File: src/rtl/mul_pkg.sv
// mul_pkg: shared types and widths for the multiply-accumulate datapath
package mul_pkg;
  typedef enum logic {ACCUM = 1'b0, HOLD = 1'b1} acc_state_e;
  localparam int PROD_W = 6;
  localparam int CNT_W = 8;
endpackage

File: src/rtl/product_accumulator_if.sv
// product_accumulator_if: product input and frame-result handshake bundle
interface product_accumulator_if import mul_pkg::*; #(parameter int ACC_W = 10);
  logic in_valid;
  logic in_ready;
  logic [PROD_W-1:0] p_in;
  logic flush;
  logic out_valid;
  logic out_ready;
  logic [ACC_W-1:0] acc_out;
  logic [CNT_W-1:0] cnt_out;
  logic ovf;
  modport master (output in_valid, p_in, flush, out_ready, input in_ready, out_valid, acc_out, cnt_out, ovf);
  modport slave (input in_valid, p_in, flush, out_ready, output in_ready, out_valid, acc_out, cnt_out, ovf);
endinterface

File: src/rtl/product_accumulator_frame_counter.sv
// frame_counter: products-in-frame count with terminal flag
module frame_counter import mul_pkg::*; #(parameter int LEN = 4) (
  input  logic clk,
  input  logic rst,
  input  logic inc_i,
  input  logic clr_i,
  output logic [CNT_W-1:0] cnt_o,
  output logic last_o
);
  logic [CNT_W-1:0] cnt_q;
  // clear wins over increment
  always_ff @(posedge clk or posedge rst)
    if (rst) cnt_q <= '0;
    else cnt_q <= clr_i ? '0 : inc_i ? cnt_q + 1'b1 : cnt_q;
  assign cnt_o = cnt_q;
  assign last_o = cnt_q == CNT_W'(LEN - 1);
endmodule

File: src/rtl/product_accumulator.sv
// product_accumulator: sums frames of products and hands out each total
module product_accumulator import mul_pkg::*; #(
  parameter int ACC_W = 10,
  parameter int LEN = 4
) (
  input logic clk,
  input logic rst,
  product_accumulator_if.slave bus
);
  acc_state_e state_q;
  logic [ACC_W-1:0] acc_q;
  logic ovf_q;
  logic [CNT_W-1:0] cnt;
  logic last, accept, close, release_frame;
  logic [ACC_W:0] sum;
  assign accept = bus.in_valid && state_q == ACCUM;
  assign release_frame = state_q == HOLD && bus.out_ready;
  assign sum = {1'b0, acc_q} + {{(ACC_W + 1 - PROD_W){1'b0}}, bus.p_in};
  // a flush on an empty frame only closes it if a product lands in the same cycle
  assign close = (accept && last) || (state_q == ACCUM && bus.flush && (cnt != '0 || accept));
  frame_counter #(.LEN(LEN)) u_cnt (
    .clk(clk),
    .rst(rst),
    .inc_i(accept),
    .clr_i(release_frame),
    .cnt_o(cnt),
    .last_o(last)
  );
  // frame FSM with accumulator and sticky overflow
  always_ff @(posedge clk or posedge rst)
    if (rst) begin
      state_q <= ACCUM;
      acc_q <= '0;
      ovf_q <= 1'b0;
    end else if (release_frame) begin
      state_q <= ACCUM;
      acc_q <= '0;
      ovf_q <= 1'b0;
    end else begin
      state_q <= close ? HOLD : state_q;
      acc_q <= accept ? sum[ACC_W-1:0] : acc_q;
      ovf_q <= ovf_q | (accept & sum[ACC_W]);
    end
  assign bus.in_ready = state_q == ACCUM;
  assign bus.out_valid = state_q == HOLD;
  assign bus.acc_out = acc_q;
  assign bus.cnt_out = cnt;
  assign bus.ovf = ovf_q;
endmodule

File: src/flat_wrapper.sv
// flat-port wrapper written by rule: the top's interface ports become plain ports
module product_accumulator_flat import mul_pkg::*;
#(
  parameter int ACC_W = 10,
  parameter int LEN = 4
)
  (clk, rst, bus_in_valid, bus_p_in, bus_flush, bus_out_ready, bus_in_ready, bus_out_valid, bus_acc_out, bus_cnt_out, bus_ovf);
  product_accumulator_if #(.ACC_W(ACC_W)) bus_i ();
  input logic clk;
  input logic rst;
  input wire logic [$bits(bus_i.in_valid)-1:0] bus_in_valid;
  input wire logic [$bits(bus_i.p_in)-1:0] bus_p_in;
  input wire logic [$bits(bus_i.flush)-1:0] bus_flush;
  input wire logic [$bits(bus_i.out_ready)-1:0] bus_out_ready;
  output wire logic [$bits(bus_i.in_ready)-1:0] bus_in_ready;
  output wire logic [$bits(bus_i.out_valid)-1:0] bus_out_valid;
  output wire logic [$bits(bus_i.acc_out)-1:0] bus_acc_out;
  output wire logic [$bits(bus_i.cnt_out)-1:0] bus_cnt_out;
  output wire logic [$bits(bus_i.ovf)-1:0] bus_ovf;
  assign bus_i.in_valid = bus_in_valid;
  assign bus_i.p_in = bus_p_in;
  assign bus_i.flush = bus_flush;
  assign bus_i.out_ready = bus_out_ready;
  assign bus_in_ready = bus_i.in_ready;
  assign bus_out_valid = bus_i.out_valid;
  assign bus_acc_out = bus_i.acc_out;
  assign bus_cnt_out = bus_i.cnt_out;
  assign bus_ovf = bus_i.ovf;
  product_accumulator #(.ACC_W(ACC_W), .LEN(LEN)) u_core (.clk(clk), .rst(rst), .bus(bus_i));
endmodule
File: config.mk
export PLATFORM = sky130hd
export DESIGN_NAME = product_accumulator_flat
export DESIGN_NICKNAME = d
export VERILOG_FILES = /design/src/rtl/mul_pkg.sv /design/src/rtl/product_accumulator_if.sv /design/src/rtl/product_accumulator_frame_counter.sv /design/src/rtl/product_accumulator.sv /design/src/flat_wrapper.sv
export SDC_FILE = /design/constraint.sdc
export NUM_CORES = 1
export LEC_CHECK = 0
export BUFFER_PORTS_ARGS = -buffer_cell sky130_fd_sc_hd__buf_2
export CELL_PAD_IN_SITES_DETAIL_PLACEMENT = 1
export CELL_PAD_IN_SITES_GLOBAL_PLACEMENT = 2
export CORE_MARGIN = 3
export CORE_UTILIZATION = 31
export DETAILED_ROUTE_END_ITERATION = 16
export PLACE_DENSITY_LB_ADDON = 0.1
export SYNTH_ARGS = -nofsm -noshare
export SYNTH_HDL_FRONTEND = slang
export SYNTH_SLANG_ARGS = --single-unit
File: constraint.sdc
create_clock -name clk -period 2.2 [get_ports clk]
set_input_delay 0.44 -clock clk [delete_from_list [all_inputs] [get_ports clk]]
set_output_delay 0.44 -clock clk [all_outputs]
set_load 0.02 [all_outputs]
# Word-level counts from Yosys, hierarchy flattened

Cells that the tools add are included.

$add $sub $neg: 2
Reductions and logical operators: 10
Equality and inequality tests: 1
Multiplexer cells: 7
Bitwise logic cells: 3

Operators with widths:

| kind                                                                  | number |
|---|---|
| 10-bit two-way mux                                                    | 2 |
| 8-bit two-way mux                                                     | 2 |
| 10-bit by 6-bit adder with 11-bit output                              | 1 |
| 8-bit by 1-bit adder with 8-bit output, second input constant         | 1 |
| 8-bit by 2-bit equality test with 1-bit output, second input constant | 1 |
| 8-bit nonzero test                                                    | 1 |
| 1-bit logical AND                                                     | 5 |
| 2-bit nonzero test                                                    | 2 |
| 1-bit two-way mux                                                     | 3 |
| 1-bit logical OR                                                      | 2 |
| 1-bit AND                                                             | 1 |
| 1-bit inverter                                                        | 1 |
| 1-bit bitwise OR                                                      | 1 |

Bits in registers: 20
Output and inout port bits: 21
Word-level logic and storage cells: 27

# Depth between registers and ports, before layout

Depth after elaboration: 7
Gate-level depth with buffers: 7

# Modules after synthesis

From an unflattened synthesis, not the netlist that was laid out.

Cell total of the unflattened synthesis: 126
Area, all modules: 1,226.2 sq um

By module, submodules not included:

| module              | instances | cells an instance | seq. area each (sq um) | area an instance (sq um) |
|---|---|---|---|---|
| product_accumulator | 1         | 88                | 300.3                  | 840.8 |
| frame_counter       | 1         | 38                | 200.2                  | 385.4 |

# Least setup slack after synthesis

OpenSTA, ideal clock, no wires.

Kind: register to register
From: register u_core.acc_q[0], in the netlist u_core.bus.acc_out[0]
To: register u_core.acc_q[8], in the netlist u_core.bus.acc_out[8]
Buffers on the path: 0
Arrival: 1.859 ns
Slack: 0.261 ns
Cell stages (with the launch flop): 8
Cells stage by stage: dfrtp_1 -> ha_1 -> inv_1 -> fa_1 -> and2b_1 -> o31ai_4 -> a211oi_1 -> mux2i_1

Longest elaborated chain between the ends: 3

Ends and longest elaborated chain:

| item                                     | RTL line                  | text |
|---|---|---|
| start: declaration                       | product_accumulator.sv:11 | `logic [ACC_W-1:0] acc_q;` |
| start signal: assignment                 | product_accumulator.sv:41 | `acc_q <= accept ? sum[ACC_W-1:0] : acc_q;` |
| 10-bit by 6-bit adder with 11-bit output | product_accumulator.sv:18 | `assign sum = {1'b0, acc_q} + {{(ACC_W + 1 - PROD_W){1'b0}}, bus.p_in};` |
| 10-bit two-way mux                       | product_accumulator.sv:41 |  |
| 10-bit two-way mux                       | product_accumulator.sv:35 | `end else if (release_frame) begin` |

Every way passes these cells. The select of a mux whose other input is x is not followed.
A chain may end at the register's enable or synchronous reset.

# Final worst setup path

Same ends and word-level chain as after synthesis.

==> metrics <==
outcome complete, no violations; crit path capture type flip-flop; Final ANT Viol Nets 0; initial detailed-routing violation count 33; Yosys warning total 0; total wire length 3.20 mm; Final Wtd Congestion 0.753; Final nets 181; Worst-Margin Slew 0.513 ns; CTS resizes 0; XOR/XNOR share of the synthesized area 0.0144; vias per cell 5.19; initial antenna violation count 0; Highest Clock Rate 512 MHz; cts bufs inserted 3; All-Layer GR Usage 0.148; Clock Skews 0.00371 ns; Detailed Routing Iterations Pass 1 4; startpoint types flip-flop; first-pass GRT wire length 5.17 mm; Synth Area in Simple Gates 0.181; PwrDens 1190 nW/µm²; area grow syn2layout 21.4%; Placeable Area 3720 µm²; leakage 0.000752 µW; main combinational cell family by area after synthesis compound AO/OA/AOI/OAI gates; die height 68.5 µm; min Tclk post-route 1.95 ns; post-synthesis mux area share 0.0578; drt wl/cell 15.4 µm; Critical Path Fanout Max 4; Mapped Avg Cell Area 9.62 µm²; fillers 456; Worst-path clk slew 0.08 ns; total congestion overflow 0; EDFF count, synth 0; main flop type after synthesis dfrtp_1; cell count after synthesis 126; DRC 0; starting density of the core 0.326; Port Buffers 31; vias in the first global route 1,056; required time worst endpoint 2.39 ns; layout cell share with drive strength beyond 1 0.244; row count 22; post-synthesis compound-gate area fraction 0.195; most common cell after layout, fill and taps aside buf_2; CTS root buf clkbuf_8; Post-Syn Area 1210 µm²; Relative slew margins 0.658; commonest cells after routing, fill and taps aside 31 x buf_2, 20 x dfrtp_1, 17 x nand2_1, 13 x o21ai_0; Detailed Place HPWL 2.41 mm; critical path, cell by cell ha_1 -> inv_1 -> fa_1 -> and2b_1 -> o31ai_4 -> a211oi_1 -> mux2i_1; CTS sink count 20; unrepaired setup endpoints after global routing no; # IOs 32; CTS hold repair buffers 0; net count of the mapped netlist 146; post-CTS setup buffers 0; n_diodes 0; CTS H-tree depth 1; Max Cap Viol 0; Die W 68.5 µm; VDD IR-drop max 436 µV; post-route setup TNS 0 ns; period utilization 0.888; worst-case clock buffer depth 2; slowest CP cell fa_1; Die Area 4700 µm²; slowest stage delay, CP 0.39 ns; largest net degree at the start of global routing 21; asr flop ratio synth 1.00; Crit path arrival time 2.15 ns; Final Hold Viols 0; CTS tree done; Hold Path Class in -> async; worst skew pair latency 0.27 ns; Unique masters post-synth 35; Power, Total 1760 µW; Post-Synth Adder-Cell Area 0.0991; vias after detailed routing 1,080; #FFs+latches synth 20; final slew viol count 0; CP Class reg -> reg; Seq/Total Area, Yosys 0.413; final setup fails 0
[synth_stat cells, drive strengths merged (3+ instances only)]
master  count  share of area
a211oi      3          0.019
a21oi       5          0.024
dfrtp      20           0.41
ha          8          0.083
inv         8          0.025
mux2i       7          0.058
nand2      17          0.053
nand3       8          0.033
nor2        5          0.015
o21ai      13          0.054
[metrics by stage]
step / hold WS [ns] / cell area [µm²] / utilization / cells / setup WS (ns)
4_1_cts: 0.201 / 1470 / 0.396 / 208 / 0.226
3_5_place_dp: 0.479 / 1420 / 0.381 / 204 / 0.103
2_1_floorplan: 0.404 / 1210 / - / 126 / 0.261
3_3_place_gp: 0.470 / 1420 / 0.381 / 204 / 0.182
5_1_grt: 0.212 / 1470 / 0.396 / 208 / 0.0710
6_report: 0.195 / 1470 / 0.396 / 208 / 0.246
[critical path, delay by kind of cell, from the launching register on]
kind,cells,cell delay [ns]
adders and majority gates,2,0.59
DFF,1,0.38
and+or+nand+nor,1,0.27
muxes,1,0.21
AOI/OAI and AO/OA,2,0.37
buffers and inverters,1,0.07
[area by class of cell]
type	count	area, µm²	area share
clock buffer	4	55.1	0.0374
inverter	8	30.0	0.0204
tap	48	60.1	0.0408
multi-input combinational	96	663	0.451
timing repair buffer	32	163	0.111
sequential	20	500	0.340
[where the power goes]
group	internal [µW]	leakage (µW)	total [µW]	switching [µW]
Sequential	469	0.000265	594	125
Combinational	327	0.000458	873	546
Clock	160	0.0000288	289	130
Total	957	0.000752	1760	800
[state kept, by name (all words and copies together), names as in the netlist]
register              cells
u_core.bus.acc_out       10
u_core.u_cnt.cnt_o        8
u_core.bus.out_valid      1
u_core.bus.ovf            1
[cells by family (layout without fill, tap and decap cells)]
family          Yosys count  count (layout)
mux                       7               7
simple gates             44              44
xor+xnor                  2               2
fa+ha+maj                 9               9
buf+inv                  10              44
flops                    20              20
compound gates           34              34
[layer usage]
layer  vias up  part of all wire  wire length [µm]  track usage
li1        520                 -                 -            -
met3         5             0.044               142       0.0405
met1       531              0.47              1510        0.195
met4         0            0.0091                29       0.0372
met2        24              0.47              1520        0.240
met5         -                 0                 0            0
[path summary, 6_finish.rpt]
path / start / endpoint / slack, ns / cells past startpoint
min in group clk: bus_out_ready / u_core.u_cnt.cnt_o[5]$_DFFE_PP0P_ / 0.39 / 2
setup reg to reg: u_core.bus.acc_out[0]$_DFFE_PP0P_ / u_core.bus.acc_out[8]$_DFFE_PP0P_ / 0.25 / 7
hold reg to reg: u_core.bus.ovf$_DFF_PP0_ / u_core.bus.ovf$_DFF_PP0_ / 0.49 / 1
max in group asynchronous: rst / u_core.bus.acc_out[5]$_DFFE_PP0P_ / 1.78 / 3
setup / recovery: u_core.bus.acc_out[0]$_DFFE_PP0P_ / u_core.bus.acc_out[8]$_DFFE_PP0P_ / 0.25 / 7
hold / removal: rst / u_core.bus.ovf$_DFF_PP0_ / 0.19 / 3
No activity file was read; power rests on OpenSTA's default activity.
